File: src/rtl/phy_pkg.sv
// Shared PHY definitions: comma symbol, lock depth default and receiver state encoding.
// The transmit PHY imports the same package, so both ends agree on the comma value.
package phy_pkg;

    localparam logic [7:0] COM_DEFAULT     = 8'hBC;
    localparam int unsigned BC_LOCK_DEFAULT = 4;

    typedef enum logic [1:0] {
        SEARCH = 2'd0,
        LOCK   = 2'd1,
        ACTIVE = 2'd2
    } rx_state_t;

    function automatic logic is_comma(input logic [7:0] sym, input logic [7:0] com);
        return (sym == com);
    endfunction

endpackage

File: src/rtl/phy_rx_lane_deser8.sv
// Serial-to-parallel front end: 8-bit shift register plus byte phase counter.
// Exposes the shift image including the current bit so decisions use the freshest byte.
module rx_deser8 (
    input  logic       clk_32f,
    input  logic       reset,
    input  logic       data_in_1bit,
    input  logic       align,
    output logic [7:0] sr_next,
    output logic       boundary
);

    logic [7:0] sr_r;
    logic [2:0] bit_cnt_r;

    assign sr_next  = {sr_r[6:0], data_in_1bit};
    // The edge that samples bit 7 of a byte is the one where the counter already reads 7.
    assign boundary = (bit_cnt_r == 3'd7);

    // Shift register and byte phase counter; align restarts the phase on a comma hit.
    always_ff @(posedge clk_32f or negedge reset) begin
        if (!reset) begin
            sr_r      <= 8'h00;
            bit_cnt_r <= 3'd0;
        end else begin
            sr_r <= sr_next;
            if (align) begin
                bit_cnt_r <= 3'd0;
            end else begin
                bit_cnt_r <= bit_cnt_r + 3'd1;
            end
        end
    end

endmodule

File: src/rtl/phy_rx_lane.sv
// Single-lane receiver: comma alignment, lock qualification and byte delivery.
// Idle commas are dropped once locked; only reset leaves the locked state.
module phy_rx_lane
    import phy_pkg::*;
#(
    parameter logic [7:0]  COM     = COM_DEFAULT,
    parameter int unsigned BC_LOCK = BC_LOCK_DEFAULT
) (
    input  logic       clk_32f,
    input  logic       reset,
    input  logic       data_in_1bit,
    output logic [7:0] data_out,
    output logic       valid_out,
    output logic       active,
    output logic [3:0] lock_cnt
);

    localparam logic [3:0] BC_LOCK_4 = 4'(BC_LOCK);

    rx_state_t  state_r;
    rx_state_t  state_next_s;
    logic [7:0] sr_next_s;
    logic       boundary_s;
    logic       align_s;
    logic       is_com_s;
    logic [3:0] lock_inc_s;
    logic [3:0] lock_cnt_r;
    logic [3:0] lock_cnt_next_s;
    logic [7:0] data_out_r;
    logic [7:0] data_out_next_s;
    logic       valid_r;
    logic       valid_next_s;
    logic       active_r;

    rx_deser8 u_deser (
        .clk_32f      (clk_32f),
        .reset        (reset),
        .data_in_1bit (data_in_1bit),
        .align        (align_s),
        .sr_next      (sr_next_s),
        .boundary     (boundary_s)
    );

    assign is_com_s   = is_comma(sr_next_s, COM);
    assign lock_inc_s = lock_cnt_r + 4'd1;

    // Next-state and next-output decode; SEARCH is bit-granular, LOCK/ACTIVE act on byte boundaries.
    always_comb begin
        state_next_s    = state_r;
        align_s         = 1'b0;
        lock_cnt_next_s = lock_cnt_r;
        data_out_next_s = data_out_r;
        valid_next_s    = 1'b0;
        case (state_r)
            SEARCH: begin
                if (is_com_s) begin
                    align_s         = 1'b1;
                    lock_cnt_next_s = 4'd1;
                    if (BC_LOCK_4 == 4'd1) begin
                        state_next_s = ACTIVE;
                    end else begin
                        state_next_s = LOCK;
                    end
                end else begin
                    state_next_s = SEARCH;
                end
            end
            LOCK: begin
                if (boundary_s) begin
                    if (is_com_s) begin
                        lock_cnt_next_s = lock_inc_s;
                        if (lock_inc_s == BC_LOCK_4) begin
                            state_next_s = ACTIVE;
                        end else begin
                            state_next_s = LOCK;
                        end
                    end else begin
                        // The broken byte is not rescanned; searching resumes next edge.
                        lock_cnt_next_s = 4'd0;
                        state_next_s    = SEARCH;
                    end
                end else begin
                    state_next_s = LOCK;
                end
            end
            ACTIVE: begin
                if (boundary_s && !is_com_s) begin
                    data_out_next_s = sr_next_s;
                    valid_next_s    = 1'b1;
                end else begin
                    valid_next_s = 1'b0;
                end
            end
            default: begin
                state_next_s    = SEARCH;
                lock_cnt_next_s = 4'd0;
            end
        endcase
    end

    // State and output registers; active mirrors the registered state.
    always_ff @(posedge clk_32f or negedge reset) begin
        if (!reset) begin
            state_r    <= SEARCH;
            lock_cnt_r <= 4'd0;
            data_out_r <= 8'h00;
            valid_r    <= 1'b0;
            active_r   <= 1'b0;
        end else begin
            state_r    <= state_next_s;
            lock_cnt_r <= lock_cnt_next_s;
            data_out_r <= data_out_next_s;
            valid_r    <= valid_next_s;
            active_r   <= (state_next_s == ACTIVE);
        end
    end

    assign data_out  = data_out_r;
    assign valid_out = valid_r;
    assign active    = active_r;
    assign lock_cnt  = lock_cnt_r;

endmodule

File: config.mk
export PLATFORM = sky130hd
export DESIGN_NAME = phy_rx_lane
export DESIGN_NICKNAME = d
export VERILOG_FILES = /design/src/rtl/phy_pkg.sv /design/src/rtl/phy_rx_lane_deser8.sv /design/src/rtl/phy_rx_lane.sv
export SDC_FILE = /design/constraint.sdc
export NUM_CORES = 1
export LEC_CHECK = 0
export ABC_AREA = 1
export CAP_MARGIN = 10
export CORE_MARGIN = 1.5
export CORE_UTILIZATION = 56
export CTS_BUF_LIST = sky130_fd_sc_hd__clkbuf_8 sky130_fd_sc_hd__clkbuf_16
export CTS_CLUSTER_SIZE = 16
export DETAILED_ROUTE_END_ITERATION = 8
export MAX_ROUTING_LAYER = met4
export PLACE_DENSITY = 0.88
export SYNTH_ARGS = -nofsm -noshare
export SYNTH_HDL_FRONTEND = slang
export SYNTH_SLANG_ARGS = --single-unit
File: constraint.sdc
create_clock -name clk_32f -period 3.5 [get_ports clk_32f]
set_input_delay 0.35 -clock clk_32f [delete_from_list [all_inputs] [get_ports clk_32f]]
set_output_delay 0.35 -clock clk_32f [all_outputs]
set_load 0.01 [all_outputs]
==> out/metrics.yaml <==
logic_synthesis:
  yosysTopAreaCell: "dfrtp_1"
  synth_common_cells: "36 x nand2_1, 26 x dfrtp_1, 14 x inv_1"
  synth_most_common_cell: "nand2_1"
  synth_top_cell_area_share_pct: 55.9
  ys_seq_area_share_pct: 55.9
  netlist_instances: 123
  yosysUniqueCellTypes: 17
  ys_seq_elements: 26
  post_synth_instance_area_mm2: 0.00116
  synth_area_leaders: "dfrtp_1 56%, nand2_1 12%, nand2_2 4.8%"
  avgSynthCellArea_um2: 9.47
  synth-edff-count: 0
  yosys_warnings: 0
  synthArstFlopShare_pct: 100
  synth_nets: 129
  synth_ff_type: "dfrtp_1"
worst_setup_path:
  max_stage_delay_ns: 0.57
  crit_fanout: 6
  critPathArrivalTime_ns: 1.28
  crit_chain: "clkdlybuf4s50_1"
  r2r_slack_ns: 1.98
  path_buf_inv: 1
  path_class: "flip-flop to primary output"
  required_ns: 3.15
  critPathTopFamily: "buffers and inverters"
  cp-start-kind: "flip-flop"
  endpoint_kind: "primary output"
  slowest_stage: "clkdlybuf4s50_1"
global_route:
  grt_usage_pct: 19.5
  grt-ovfl-total: 0
  grt_max_degree: 27
  grt_pass1_wl_mm: 3.46
  grt_pass1_vias: 837
  antenna_found_initial: 0
power_and_ir_drop:
  ir_drop_mv: 0.331
  powerDensity_mw_per_mm2: 406
  power.static_leakage_nw: 0.725
clock_tree:
  h-tree-depth: 1
  clk_pin_slew_ns: 0.08
  numCtsBuffers: 3
  max-clock-path-buffers: 2
  cts_tree: "yes"
  insertion_delay_ns: 0.26
  cts_hold_buf: 0
  postCtsSetupRepairBufs: 0
  cts_root_buffer: "clkbuf_8"
  clock_sinks: 26
  cts_resized: 0
sta:
  maxSlewHeadroom_pct: 63.4
  timing.final.hold_violations: 0
  clock-skew-final_ns: 0.00191
  rsz0062_at_grt: "no"
  fmax_ghz: 0.612
  tightest_slew_ns: 0.547
  finalSetupTns_ns: 0
  setup_viol: 0
  finalMaxSlewViolations: 0
  finalCritPeriodShare_pct: 46.7
  period_needed_ns: 1.63
status:
  status: "complete, no violations"
placement:
  gp_congestion: 0.837
  place_hpwl_mm: 1.49
  port_buffers: 16
route:
  wl_per_cell_um: 11.8
  routed_wl_mm: 1.99
  viasPerCell: 5.13
  vias: 867
  postRouteAntennaNets: 0
  drt_iter0_drc: 23
  first_pass_iters: 5
  drc: 0
cells_and_area:
  multi_input_area_um2: 432
  fillers: 154
  final_core_util_pct: 71.4
  syn2layout_area_growth_pct: 20.2
  antenna_cells: 0
  regArea_um2: 651
  drive_gt1_share_pct: 19.0
  nets: 150
hold_path:
  hold_path.class: "flip-flop to flip-flop"
die:
  coreArea_mm2: 0.00196
  dieWidth_um: 48.6
  die_h_um: 48.6
  dieArea_mm2: 0.00236
  rows: 16
  start_util_pct: 59.4
  num_io_pins: 17
flow_run:
  drv_cap: 0
-- worst paths after layout --
| check | startpoint | end | cells after the start |
|---|---|---|---|
| max reg2reg | u_deser.bit_cnt_r[0] | lock_cnt[1] | 7 |
| max | lock_cnt[2] | lock_cnt[2] | 1 |
| max in group asynchronous | reset | u_deser.sr_r[0] | 2 |
| min reg2reg | u_deser.sr_r[3] | u_deser.sr_r[4] | 0 |
| min in group asynchronous | reset | data_out[4] | 1 |
| min | u_deser.sr_r[3] | u_deser.sr_r[4] | 0 |
-- registers in the layout, summed over array words and instances (netlist names) --
signal             cells
valid_out              1
active                 1
u_deser.bit_cnt_r      3
data_out               8
u_deser.sr_r           7
state_r                2
lock_cnt               4
-- logic make-up after synthesis --
logic type / synth area share (%)
adder cells (fa/ha/maj): 3.22
flip-flops: 55.9
AND/OR/NAND/NOR: 29.2
buffers and inverters: 7.09
AO/OA/AOI/OAI: 4.62
-- final cells by class --
class	instances	share of cell area [%]
flip-flops and latches	26	46.5
inverters	18	4.83
repair buffers	17	12.5
multi-input cells	78	30.8
clock buffers	3	2.95
well taps	27	2.41
-- layer usage --
layer | GRT usage, % | vias up | wire length (um)
li1 | - | 425 | -
met1 | 22.6 | 396 | 850
met2 | 33.3 | 37 | 1010
met3 | 3.09 | 9 | 79
met4 | 8.57 | 0 | 46
met5 | - | - | 0
-- power breakdown --
group	switching, W	internal, W
Sequential	0.0000130	0.000321
Clock	0.0000815	0.0000769
Combinational	0.0000469	0.0000296
Total	0.000141	0.000427
-- cell usage in the layout (no fill, tap or decap) --
cell type / instances
buf_8: 1
clkbuf_8: 3
clkdlybuf4s50_1: 16
dfrtp_1: 26
ha_1: 3
inv_1: 14
inv_2: 4
nand2_1: 36
nand2_2: 9
nand2_4: 2
nand3_1: 7
nand4_1: 4
nor2_1: 6
nor2_2: 2
nor2_4: 1
nor2_8: 1
o2111ai_1: 1
o21ai_1: 2
o21ai_2: 4
-- metrics by stage --
step	instance area [um2]	std cells	worst slack (ns)	hold WS [ns]	total power [W]
2_1_floorplan	1160	123	2.20	0.0544	0.000387
6_report	1400	169	1.87	0.406	0.000569
5_1_grt	1400	169	1.83	0.433	0.000597
3_3_place_gp	1340	165	1.81	0.393	0.000406
3_5_place_dp	1340	165	1.78	0.389	0.000414
4_1_cts	1390	168	1.87	0.408	0.000572
Power figures use the tool's default switching activity.
